--- config.mk ---
export PLATFORM = sky130hd
export DESIGN_NAME = fetch_stage
export DESIGN_NICKNAME = d
export VERILOG_FILES = /design/src/rtl/mips_pkg.sv /design/src/rtl/if_id_reg.sv /design/src/rtl/fetch_stage.sv
export SDC_FILE = /design/constraint.sdc
export NUM_CORES = 1
export LEC_CHECK = 0
export BUFFER_PORTS_ARGS = -buffer_cell sky130_fd_sc_hd__buf_2
export CORE_ASPECT_RATIO = 0.6
export CORE_MARGIN = 1.5
export CORE_UTILIZATION = 42
export DETAILED_ROUTE_END_ITERATION = 6
export GPL_TIMING_DRIVEN = 0
export MAX_ROUTING_LAYER = met4
export PLACE_DENSITY = 0.75
export SLEW_MARGIN = 0
export SYNTH_ARGS = -nofsm -noshare
export SYNTH_HDL_FRONTEND = slang
export SYNTH_SLANG_ARGS = --single-unit
--- constraint.sdc ---
create_clock -name clk -period 3.4 [get_ports clk]
set_input_delay 0.51 -clock clk [delete_from_list [all_inputs] [get_ports clk]]
set_output_delay 0.51 -clock clk [all_outputs]
set_load 0.02 [all_outputs]
--- src/rtl/mips_pkg.sv ---
// Shared MIPS core definitions: fetch FSM states, IF/ID load select,
// reset/bubble defaults and the primary opcode field values.
package mips_pkg;

  typedef enum logic [1:0] {
    BOOT = 2'd0,
    RUN  = 2'd1,
    MISS = 2'd2
  } fetch_state_e;

  typedef enum logic [1:0] {
    IFID_HOLD   = 2'd0,
    IFID_LOAD   = 2'd1,
    IFID_BUBBLE = 2'd2
  } ifid_sel_e;

  localparam logic [31:0] DEFAULT_RESET_PC  = 32'h0000_0000;
  localparam logic [31:0] DEFAULT_NOP_INSTR = 32'h0000_0000;

  localparam logic [5:0] OP_RTYPE = 6'b000000;
  localparam logic [5:0] OP_J     = 6'b000010;
  localparam logic [5:0] OP_JAL   = 6'b000011;
  localparam logic [5:0] OP_BEQ   = 6'b000100;
  localparam logic [5:0] OP_BNE   = 6'b000101;
  localparam logic [5:0] OP_ADDI  = 6'b001000;
  localparam logic [5:0] OP_LW    = 6'b100011;
  localparam logic [5:0] OP_SW    = 6'b101011;

  function automatic logic [31:0] jump_target(input logic [31:0] pc4,
                                              input logic [31:0] instr);
    return {pc4[31:28], instr[25:0], 2'b00};
  endfunction

endpackage

--- src/rtl/if_id_reg.sv ---
// IF/ID pipeline register: loads a fetched word, holds it, or inserts a bubble.
module if_id_reg
  import mips_pkg::*;
#(
  parameter logic [31:0] NOP_INSTR = DEFAULT_NOP_INSTR
) (
  input  logic        clk,
  input  logic        rst_n,
  input  ifid_sel_e   sel,
  input  logic [31:0] instr_in,
  input  logic [31:0] pc4_in,
  output logic [31:0] instr,
  output logic [31:0] pc4,
  output logic        valid
);

  logic [31:0] r_instr;
  logic [31:0] r_pc4;
  logic        r_valid;

  // IF/ID register update
  always_ff @(posedge clk or negedge rst_n) begin
    if (!rst_n) begin
      r_instr <= NOP_INSTR;
      r_pc4   <= 32'h0000_0000;
      r_valid <= 1'b0;
    end else begin
      case (sel)
        IFID_LOAD: begin
          r_instr <= instr_in;
          r_pc4   <= pc4_in;
          r_valid <= 1'b1;
        end
        IFID_HOLD: begin
          r_instr <= r_instr;
          r_pc4   <= r_pc4;
          r_valid <= r_valid;
        end
        IFID_BUBBLE: begin
          r_instr <= NOP_INSTR;
          r_pc4   <= 32'h0000_0000;
          r_valid <= 1'b0;
        end
        default: begin
          r_instr <= NOP_INSTR;
          r_pc4   <= 32'h0000_0000;
          r_valid <= 1'b0;
        end
      endcase
    end
  end

  assign instr = r_instr;
  assign pc4   = r_pc4;
  assign valid = r_valid;

endmodule

--- src/rtl/fetch_stage.sv ---
// Instruction-fetch stage: PC, fetch FSM (BOOT/RUN/MISS), redirects and stalls,
// feeding the IF/ID register.
module fetch_stage
  import mips_pkg::*;
#(
  parameter logic [31:0] RESET_PC  = DEFAULT_RESET_PC,
  parameter logic [31:0] NOP_INSTR = DEFAULT_NOP_INSTR
) (
  input  logic        clk,
  input  logic        rst_n,
  output logic [31:0] imem_addr,
  output logic        imem_req,
  input  logic [31:0] imem_rdata,
  input  logic        imem_ready,
  input  logic        stall,
  input  logic        id_jump,
  input  logic        ex_branch_taken,
  input  logic [31:0] ex_branch_target,
  output logic [31:0] if_id_instr,
  output logic [31:0] if_id_pc4,
  output logic        if_id_valid,
  output logic [31:0] fetch_count
);

  fetch_state_e r_state;
  fetch_state_e w_state_nxt;
  logic [31:0]  r_pc;
  logic [31:0]  w_pc_nxt;
  logic [31:0]  w_pc4;
  logic [31:0]  r_fetch_count;
  logic         r_imem_req;
  logic         w_count_inc;
  ifid_sel_e    w_ifid_sel;
  logic [31:0]  w_if_id_instr;
  logic [31:0]  w_if_id_pc4;
  logic         w_if_id_valid;
  logic         w_unused_tgt_lsb;

  // Branch targets are forced word-aligned, so the low bits are dropped
  assign w_unused_tgt_lsb = ^ex_branch_target[1:0];
  assign w_pc4            = r_pc + 32'd4;

  // Next-state, next-PC and IF/ID select in redirect/stall/miss priority order
  always_comb begin
    w_state_nxt = r_state;
    w_pc_nxt    = r_pc;
    w_ifid_sel  = IFID_HOLD;
    w_count_inc = 1'b0;
    case (r_state)
      BOOT: begin
        w_ifid_sel  = IFID_BUBBLE;
        w_state_nxt = RUN;
      end
      RUN, MISS: begin
        if (ex_branch_taken) begin
          w_pc_nxt    = {ex_branch_target[31:2], 2'b00};
          w_ifid_sel  = IFID_BUBBLE;
          w_state_nxt = RUN;
        end else if (stall) begin
          w_pc_nxt    = r_pc;
          w_ifid_sel  = IFID_HOLD;
          w_state_nxt = r_state;
        end else if (id_jump) begin
          w_pc_nxt    = jump_target(w_if_id_pc4, w_if_id_instr);
          w_ifid_sel  = IFID_BUBBLE;
          w_state_nxt = RUN;
        end else if (!imem_ready) begin
          w_pc_nxt    = r_pc;
          w_ifid_sel  = IFID_BUBBLE;
          w_state_nxt = MISS;
        end else begin
          w_pc_nxt    = w_pc4;
          w_ifid_sel  = IFID_LOAD;
          w_count_inc = 1'b1;
          w_state_nxt = RUN;
        end
      end
      default: begin
        w_ifid_sel  = IFID_BUBBLE;
        w_state_nxt = BOOT;
      end
    endcase
  end

  // State, PC, request and fetch counter registers
  always_ff @(posedge clk or negedge rst_n) begin
    if (!rst_n) begin
      r_state       <= BOOT;
      r_pc          <= RESET_PC;
      r_fetch_count <= 32'h0000_0000;
      r_imem_req    <= 1'b0;
    end else begin
      r_state    <= w_state_nxt;
      r_pc       <= w_pc_nxt;
      r_imem_req <= (w_state_nxt != BOOT);
      if (w_count_inc) begin
        r_fetch_count <= r_fetch_count + 32'd1;
      end else begin
        r_fetch_count <= r_fetch_count;
      end
    end
  end

  if_id_reg #(
    .NOP_INSTR (NOP_INSTR)
  ) u_if_id_reg (
    .clk      (clk),
    .rst_n    (rst_n),
    .sel      (w_ifid_sel),
    .instr_in (imem_rdata),
    .pc4_in   (w_pc4),
    .instr    (w_if_id_instr),
    .pc4      (w_if_id_pc4),
    .valid    (w_if_id_valid)
  );

  assign imem_addr   = r_pc;
  assign imem_req    = r_imem_req;
  assign if_id_instr = w_if_id_instr;
  assign if_id_pc4   = w_if_id_pc4;
  assign if_id_valid = w_if_id_valid;
  assign fetch_count = r_fetch_count;

endmodule

# Word level (Yosys, flattened, before mapping)
# Cells that the tools add are included.
[op_classes]
muxes = 21
n_reduce_logical = 6
n_addsub = 2
eq_ne = 4
[ops]
columns = ["operator", "count"]
rows = [
  ["$mux W32", 4],
  ["$pmux W32 S2", 2],
  ["$add A32 B1 Y32 const B", 1],
  ["$add A32 B3 Y32 const B", 1],
  ["$mux W2", 8],
  ["$mux W1", 5],
  ["$eq A2 B1 Y1 const B", 2],
  ["$logic_not A2 Y1", 2],
  ["$pmux W2 S2", 1],
  ["$reduce_and A3 Y1", 1],
  ["$reduce_bool A3 Y1", 1],
  ["$eq A2 B2 Y1 const B", 1],
  ["$ne A2 B1 Y1 const B", 1],
  ["$pmux W1 S2", 1],
  ["$reduce_bool A2 Y1", 1],
  ["$reduce_or A2 Y1", 1],
]
[word_totals]
out_inout_bits = 130
wordCells = 40
reg_bits = 132

# Logic depth before layout (Yosys ltp)
# Gate-level depths: netlist of run 1.
[depth]
ltp_word = 7
depth_mapped = 8

# By module
# A second synthesis of run 1 with hierarchy kept.
[hier_totals]
hier_cells = 651
hier_area_um2 = 6720.2
[by_module_without_submodules]
columns = ["mod", "instances", "seq_area_each_um2", "area_per_inst_um2", "cells_per_inst"]
rows = [
  ["fetch_stage", 1, 1626.6, 4082.7, 442],
  ["if_id_reg", 1, 1626.6, 2637.5, 209],
]

# Worst setup path after synthesis of run 1
# No wires, ideal clock.
[synth_timing]
path_type = "register to register"
start = "register r_state[0]"
end = "register r_fetch_count[23] (netlist: fetch_count[23])"
required_time_ns = 3.320
period_less_slack_ns = 2.058
path_stages_with_launch = 8
t_arrival_ns = 1.978
setup_slack_ns = 1.342
cell_sequence = "dfrtp_1 > inv_1 > ha_1 > nor4b_4 > nand4_4 > nor4_4 > and4_1 > xor2_1"
[synth_between]
elab_chain_cells = 3
word_cells_on_any_way = 4
cone_classes = "2 x eq/ne; 1 x mux; 1 x reduce/logical"
[synth_rtl]
columns = ["item", "line", "rtl"]
rows = [
  ["from (decl)", "fetch_stage.sv:25", "fetch_state_e r_state;"],
  ["from (signal assigned)", "fetch_stage.sv:93", "r_state <= w_state_nxt;"],
  ["$eq A2 B1 Y1 or $eq A2 B2 Y1 (tied branches)", "fetch_stage.sv:49", "case (r_state)"],
  ["$reduce_or A2 Y1 *", "fetch_stage.sv:49", ""],
  ["$mux W1 *", "fetch_stage.sv:49", ""],
  ["to (signal assigned)", "fetch_stage.sv:97", "r_fetch_count <= r_fetch_count + 32'd1;"],
  ["to (signal assigned)", "fetch_stage.sv:99", "r_fetch_count <= r_fetch_count;"],
  ["to (decl)", "fetch_stage.sv:30", "logic [31:0] r_fetch_count;"],
]
# Mark *: on every way between the ends. The rest lies on a longest branch, timed or not.
# A chain may end at the register's enable or synchronous reset.

# Final worst setup path of run 1
[layout_timing]
start = "register r_state[0]"
end = "register u_if_id_reg.r_pc4[5] (netlist: u_if_id_reg.pc4[5])"
[layout_between]
elab_chain_cells = 5
word_cells_on_any_way = 7
cone_classes = "3 x eq/ne; 2 x mux; 2 x reduce/logical"
[layout_rtl]
columns = ["item", "line", "rtl"]
rows = [
  ["$eq A2 B1 Y1 or $eq A2 B2 Y1 (tied branches)", "fetch_stage.sv:49", ""],
  ["$reduce_or A2 Y1 *", "fetch_stage.sv:49", ""],
  ["$mux W2 *", "fetch_stage.sv:49", ""],
  ["$eq A2 B1 Y1 or $logic_not A2 Y1 (tied branches)", "if_id_reg.sv:28", "case (sel)"],
  ["$pmux W32 S2", "if_id_reg.sv:28", ""],
  ["to (signal assigned)", "if_id_reg.sv:31", "r_pc4 <= pc4_in;"],
  ["to (signal assigned)", "if_id_reg.sv:36", "r_pc4 <= r_pc4;"],
  ["to (decl)", "if_id_reg.sv:18", "logic [31:0] r_pc4;"],
]
# Marked as above.

==> summary.md, run 1 <==
| Metric | Value |
|---|---|
| CP Launch Type | flop |
| CP arrival | 3.20 ns |
| Layout cells sized above 1 | 30.40% |
| Adder-Cell Fraction of Synth Area | less than 1% |
| Global-route wire length before repair | 31040 um |
| Type of the worst min-delay path | in -> async |
| Final TNS setup | 0 ns |
| Total congestion overflow | 0 |
| All-Layer GR Usage | 27.18% |
| Post-synthesis xor/xnor area fraction | roughly 8.4% |
| Area Overhead vs Synth | 30.30% |
| Syn Area/Cell | 10.41 sq um |
| Placed Area | ~7400 sq um |
| Most frequent cells in the layout | 197 x buf_2, 128 x dfrtp_1, 60 x nand2_1, 44 x a22o_1, 43 x o21ai_0 |
| VDD IR max | 361.7 uV |
| Fin crit period | approximately 2.8 ns |
| CP max stage delay | 0.92 ns |
| Initial antenna violation count | 2 |
| Yosys cell types | 55 |
| Critical Path RT | 3.75 ns |
| Post-CTS Setup Repair Bufs | 0 |
| Setup Viol. Count Final | 0 |
| Core ar. | 14380 sq um |
| Largest net degree at the start of global routing | roughly 70 |
| Post-synth top area cell | dfrtp_1 |
| Worst slew margin | 29.40% |
| Initial Util | between 40 and 50% |
| Hold Violations, Final | 0 |
| Power Total | 5.841 mW |
| CTS Buf Count | 17 |
| Yosys reg bits | ~130 |
| Initial DRT Pass Iterations | 6 |
| CTS sink count | 128 |
| Post-Route WL | about 20000 um |
| Sequential share of the synthesized area | 52.05% |
| Worst-path cell chain | inv_1 > ha_1 > o21ai_1 > nor2_1 > clkbuf_1 > a22o_1 |
| IO Pins | 200 |
| Post-cts hold buffer count | 0 |
| Std cell rows | 34 |
| Most common cell after layout, fill and taps aside | buf_2 |
| Root Driver | clkbuf_16 |
| Max Root-Sink Buffers | 2 |
| Vias post-DR | 5721 |
| Area share of the largest cell type after synthesis | 52.05% |
| Final Wtd Congestion | 0.8981 |
| Post-synthesis compound-gate area fraction | 18.50% |
| Post-synth EDFFs | 0 |
| Worst setup margin | 0.5524 ns |
| Simple-gate share of the synthesized area | 16.00% |
| CTS tree | built |
| Number of DRC markers in iteration 0 | between 700 and 800 |
| RSZ-0062 raised after global routing | no |
| Max_cap viols | 0 |
| Clock latency on the worst-skew pair | 0.42 ns |
| PortBufs | ~190 |
| Clock-pin slew on the worst setup and hold paths | around 0.06 ns |
| Critical path class | reg -> reg |
| CP max FO | 10 |
| Final Cell Area | 8018 sq um |
| Yosys Warn Count | 0 |
| Crit path max-delay cell type | nor2_1 |
| Pwr Density | approximately 730 nW/um^2 |
| Fin Hold WS | 0.06080 ns |
| Largest family of logic cells by synthesized area | compound AO/OA/AOI/OAI gates |
| Worst Max-Slew Pin Slew | approximately 1.1 ns |
| Wire length per cell | 19.78 um |
| Final period util | 83.75% |
| Status | finished clean |
| CP Capture Type | flop |
| Largest cells by area after synthesis | dfrtp_1 52%, a22o_1 6.3%, xnor2_1 5.1%, nand2_1 3.7%, o21ai_0 3.5% |
| DRT antenna net count | 0 |
| Mux contribution to synthesized area | 0.8133% |
| Vias/cell | approximately 5.6 |
| Top_reg_cell synth | dfrtp_1 |
| Final Max Slew Viols | 0 |
| Chip width | 159.3 um |
| Die H | 96.76 um |
| Vias in the first global route | 5257 |
| Remaining DRCs | 0 |
| Post-Syn Instances | 591 |
| CTS resizes | 0 |
| Placement Setup Slack | roughly 0.69 ns |
| Final Skew | 0.01313 ns |
| Die ar. | 15410 sq um |
| Fmax | 351.2 MHz |
| Final net count | 880 |
| Leak | 3.982 nW |
| Max H-tree Level | 4 |
| HPWL after DPL | 15030 um |
| Ys async rst share | between 90% and 100% |
| Mapped Area | 6153 sq um |
## worst max-delay path, delay by kind of cell (launching register included)
kind / cells / cell delay [ns]
compound gates: 2 / 0.55
fa+ha+maj: 1 / 0.38
buf+inv: 2 / 0.55
flops: 1 / 0.38
simple gates: 1 / 0.92
## cell usage after synthesis, types with 4 or more instances
| cell | instances |
|---|---|
| nand4_1 | 15 |
| and3_1 | 17 |
| a22o_1 | 44 |
| nor2_1 | 25 |
| mux2i_1 | 5 |
| xnor2_1 | 36 |
| xor2_1 | 23 |
| and2_1 | 5 |
| o2bb2ai_1 | 4 |
| a21oi_1 | 31 |
| a222oi_1 | 5 |
| nand2_1 | 60 |
| o21ai_0 | 43 |
| dfrtp_1 | 128 |
| a22oi_1 | 8 |
| buf_2 | 6 |
| a31oi_1 | 4 |
| o22ai_1 | 6 |
| nor3_1 | 9 |
| nor3_2 | 4 |
| or2_2 | 4 |
| and4_1 | 9 |
| nand3_1 | 21 |
| inv_1 | 10 |
| buf_4 | 4 |
| ha_1 | 4 |
| clkbuf_1 | 24 |
## sequential cells by signal (all words and copies together), names as in the netlist
register,cells
fetch_count,32
u_if_id_reg.instr,32
u_if_id_reg.valid,1
imem_req,1
r_state,2
u_if_id_reg.pc4,30
imem_addr,30
## per-stage QoR
stage          cells  utilization [%]
2_1_floorplan    594                -
3_3_place_gp     984            51.28
3_5_place_dp     985            51.51
4_1_cts         1017            55.73
5_1_grt         1019            55.76
6_report        1019            55.76
## path summary, 6_finish.rpt
kind                            startpoint                     to  slack (ns)  cells after the start
setup / recovery                r_state[0]     u_if_id_reg.pc4[5]        0.55                      6
hold / removal                       rst_n        fetch_count[23]        0.06                      1
setup reg to reg                r_state[0]     u_if_id_reg.pc4[5]        0.55                      6
hold reg to reg            fetch_count[31]        fetch_count[31]        0.47                      1
max in group asynchronous            rst_n   u_if_id_reg.instr[2]        2.60                      2
min in group clk            imem_rdata[11]  u_if_id_reg.instr[11]        0.32                      2
## routing by layer
| layer | global-route usage (%) | vias to the layer above | share of wire (%) | wire length [um] |
|---|---|---|---|---|
| li1 | - | 2601 | - | - |
| met3 | 10.08 | 30 | 12 | 2449 |
| met1 | 39.07 | 2743 | 45 | 9141 |
| met4 | 6.241 | 0 | 1.3 | 255 |
| met5 | - | - | 0 | 0 |
| met2 | 35.98 | 347 | 41 | 8304 |
## cell type report
cell class	instances	area (sq um)
Timing Repair Buffer	193	994.7
Fill cell	1335	6361
Tap cell	198	247.7
Buffer	37	168.9
Multi-Input combinational cell	419	2755
Clock buffer	17	425.4
Sequential cell	128	3203
Inverter	10	37.54
Antenna cell	2	5.005
Clock inverter	15	180.2
## power by group
part           internal (mW)  total (mW)  switching, mW  leakage [nW]
registers               1.79        2.21          0.415          1.70
clock network           1.16        1.89          0.727         0.291
logic                  0.614        1.74           1.13          1.99
total                   3.57        5.84           2.27          3.98
## cell families (layout without fill, tap and decap cells)
family	after synthesis	count (layout)
compound gates	165	165
xor+xnor	59	59
fa+ha+maj	4	4
buf+inv	47	272
flops	128	128
mux	5	5
other cells	1	6
simple gates	182	182
Power figures use the tool's default switching activity.
==> run 2: changes to the inputs <==
--- a/config.mk
+++ b/config.mk
@@ -5,6 +5,7 @@
 export SDC_FILE = /design/constraint.sdc
 export NUM_CORES = 1
 export LEC_CHECK = 0
+export ABC_AREA = 1
 export BUFFER_PORTS_ARGS = -buffer_cell sky130_fd_sc_hd__buf_2
 export CORE_ASPECT_RATIO = 0.6
 export CORE_MARGIN = 1.5
@@ -12,7 +13,7 @@
 export DETAILED_ROUTE_END_ITERATION = 6
 export GPL_TIMING_DRIVEN = 0
 export MAX_ROUTING_LAYER = met4
-export PLACE_DENSITY = 0.75
+export PLACE_DENSITY = 0.76
 export SLEW_MARGIN = 0
 export SYNTH_ARGS = -nofsm -noshare
 export SYNTH_HDL_FRONTEND = slang
==> constraint.sdc (replaced) <==
create_clock -name clk -period 2.5 [get_ports clk]
set_input_delay 0.375 -clock clk [delete_from_list [all_inputs] [get_ports clk]]
set_output_delay 0.375 -clock clk [all_outputs]
set_load 0.02 [all_outputs]
==> run 2 against run 1 <==
Compared with the run above:
- critical path depth up 3
- worst setup slack worse by 0.10 ns
- first-iteration DRC count up 0.42%
- synthesized area up 13%
- highest routed layer unchanged
- combinational power up 64%
- global-route usage up 1.9 points
- core utilization down 1.2 points
- synthesized cell count up 47%
==> summary.md, run 2 <==
| Metric | Value |
|---|---|
| Status | finished clean |
| Final period util | 82.10% |
| Type of the worst min-delay path | in -> reg |
| Largest cells by area after synthesis | dfrtp_1 46%, nand2_1 13%, a21oi_1 4.9%, inv_1 4.5%, nor2_1 3.5% |
| CTS sink count | around 130 |
| Largest family of logic cells by synthesized area | simple AND/OR/NAND/NOR gates |
| Post-synthesis xor/xnor area fraction | 3.142% |
| Vias post-DR | 6975 |
| Mapped Area | 6968 sq um |
| All-Layer GR Usage | 29.05% |
| Initial antenna violation count | 0 |
| Total congestion overflow | 0 |
| Area Overhead vs Synth | 26.93% |
| Post-synth top cells | 236 x nand2_1, 128 x dfrtp_1, 84 x inv_1, 68 x a21oi_1, 65 x nor2_1 |
| Core ar. | 16220 sq um |
| Final Cell Area | approximately 9000 sq um |
| Cells after DPL | 1275 |
| Yosys cell types | 46 |
| Hold Violations, Final | 0 |
| Final net count | approximately 1200 |
| Pwr Density | between 900 and 1000 nW/um^2 |
| CP Capture Type | flop |
| Worst setup margin | 0.4475 ns |
| Global-route wire length before repair | 36130 um |
| Fmax | 487.2 MHz |
| Final TNS setup | 0 ns |
| PortBufs | 191 |
| Max_cap viols | 0 |
| Final Core Density | 54.54% |
| Fin Hold WS | ~0.16 ns |
| Yosys Warn Count | 0 |
| Worst slew margin | 53.06% |
| Yosys reg bits | 128 |
| Final Wtd Congestion | 0.9963 |
| Clock latency on the worst-skew pair | 0.42 ns |
| Chip width | 169.3 um |
| Initial DRT Pass Iterations | 5 |
| Initial Util | 42.97% |
| Post-Route WL | 23770 um |
| Clock-pin slew on the worst setup and hold paths | around 0.060 ns |
| Area share of the largest cell type after synthesis | a little under half |
| Fin crit period | slightly above 2 ns |
| Final Max Slew Viols | 0 |
| Power Total | roughly 8.3 mW |
| CTS tree | built |
| CP Launch Type | flop |
| Simple-gate share of the synthesized area | a little over a quarter |
| Root Driver | clkbuf_16 |
| Vias in the first global route | 6343 |
| Most common cell in the netlist | nand2_1 |
| Fin cells | 1308 |
| Syn Area/Cell | 8.000 sq um |
| IO Pins | 200 |
| Ys async rst share | 100.0% |
| Max H-tree Level | 4 |
| Layout cells sized above 1 | 25.20% |
| Most frequent cells in the layout | 236 x nand2_1, 199 x buf_2, 128 x dfrtp_1, 84 x inv_1, 68 x a21oi_1 |
| Worst Max-Slew Pin Slew | 0.7040 ns |
| Std cell rows | 36 |
| Number of DRC markers in iteration 0 | about 700 |
| Wire length per cell | 18.17 um |
| Top_reg_cell synth | dfrtp_1 |
| HPWL after DPL | about 18000 um |
| Most common cell after layout, fill and taps aside | nand2_1 |
| Post-Syn Instances | 871 |
| Placement Setup Slack | 0.4991 ns |
| Sequential share of the synthesized area | 45.97% |
| Placed Area | 8230 sq um |
| Die ar. | roughly 17000 sq um |
| Die H | 102.8 um |
| Adder-Cell Fraction of Synth Area | 0.7183% |
| Post-synthesis compound-gate area fraction | ~16% |
| Critical path class | reg -> reg |
| DRT antenna net count | 0 |
| Vias/cell | roughly 5.3 |
| CTS Buf Count | 17 |
| Largest net degree at the start of global routing | between 70 and 80 |
| Max Root-Sink Buffers | 2 |
| Post-synth top area cell | dfrtp_1 |
| Post-CTS Setup Repair Bufs | 0 |
| RSZ-0062 raised after global routing | no |
| VDD IR max | ~370 uV |
| Leak | approximately 4.7 nW |
| Remaining DRCs | 0 |
| Final Skew | around 0.014 ns |
| Mux contribution to synthesized area | 0% |
| CP arrival | 2.35 ns |
| Post-synth EDFFs | 0 |
| Ant diodes | 0 |
| Critical Path RT | around 2.8 ns |
| CP max FO | 5 |
| Setup Viol. Count Final | 0 |
## run 2: cell count changes after synthesis, moves of 8 or more
cell / before / now
xnor2_1: 36 / 7
nand3_1: 21 / 47
a21boi_1: 0 / 8
clkbuf_1: 24 / 14
inv_1: 10 / 84
and3_1: 17 / 0
a22o_1: 44 / 22
a21o_1: 0 / 15
a21oi_1: 31 / 68
nor2_4: 0 / 9
and4_1: 9 / 0
nor2_1: 25 / 65
nand2_1: 60 / 236
## run 2: cells by family after synthesis
family / count (synthesis)
and+or+nand+nor: 402
AOI/OAI and AO/OA: 185
DFF: 128
buffers and inverters: 126
xor gates and xnor gates: 25
adders and majority gates: 4
other: 1
## run 2: routing by layer
layer | track usage, % | vias to the layer above | wire, um
li1 | - | 3286 | -
met1 | 44.37 | 3274 | 11790
met2 | 37.61 | 383 | 9192
met3 | 6.411 | 32 | 2479
met4 | 8.305 | 0 | 306
met5 | - | - | 0
## run 2: critical path, stage by stage (launching register included)
cell      delay [ns]
dfrtp_1         0.45
nand2_1         0.13
nor2_1          0.39
nand2_1         0.13
nor2_1          0.39
nand2_1         0.11
nand2_1         0.10
nand3_1         0.08
nand2_1         0.09
a21boi_1        0.06
## run 2: path summary, 6_finish.rpt
path / start / to / slack [ns] / cells past startpoint
setup / recovery: imem_addr[15] / imem_addr[24] / 0.45 / 9
hold / removal: imem_rdata[18] / u_if_id_reg.instr[18] / 0.16 / 3
setup reg to reg: imem_addr[15] / imem_addr[24] / 0.45 / 9
hold reg to reg: u_if_id_reg.pc4[22] / u_if_id_reg.pc4[22] / 0.48 / 1
max in group asynchronous: rst_n / imem_addr[31] / 1.23 / 3
min in group asynchronous: rst_n / fetch_count[4] / 0.51 / 2
## run 2: layout make-up
class	count	area, sq um
fill	1532	7371
multi-input combinational	620	3232
sequential	128	3203
timing repair buffer	193	999.7
clock buffer	19	442.9
inverter	90	345.3
tap	209	261.5
buffer	36	198.9
clock inverter	13	161.4
## run 2: report_power, final
group	switching (mW)	total, mW	internal [mW]	leakage [nW]
registers	0.463	2.89	2.42	1.68
logic	1.96	2.86	0.902	2.73
clock network	0.982	2.58	1.60	0.286
total	3.40	8.33	4.92	4.70
## run 2: timing repair
item | 4_1_cts | 5_1_grt
resized for setup | 0 | 0
endpoints found under the hold margin | 55 | 0
hold buffers | 1 | 0
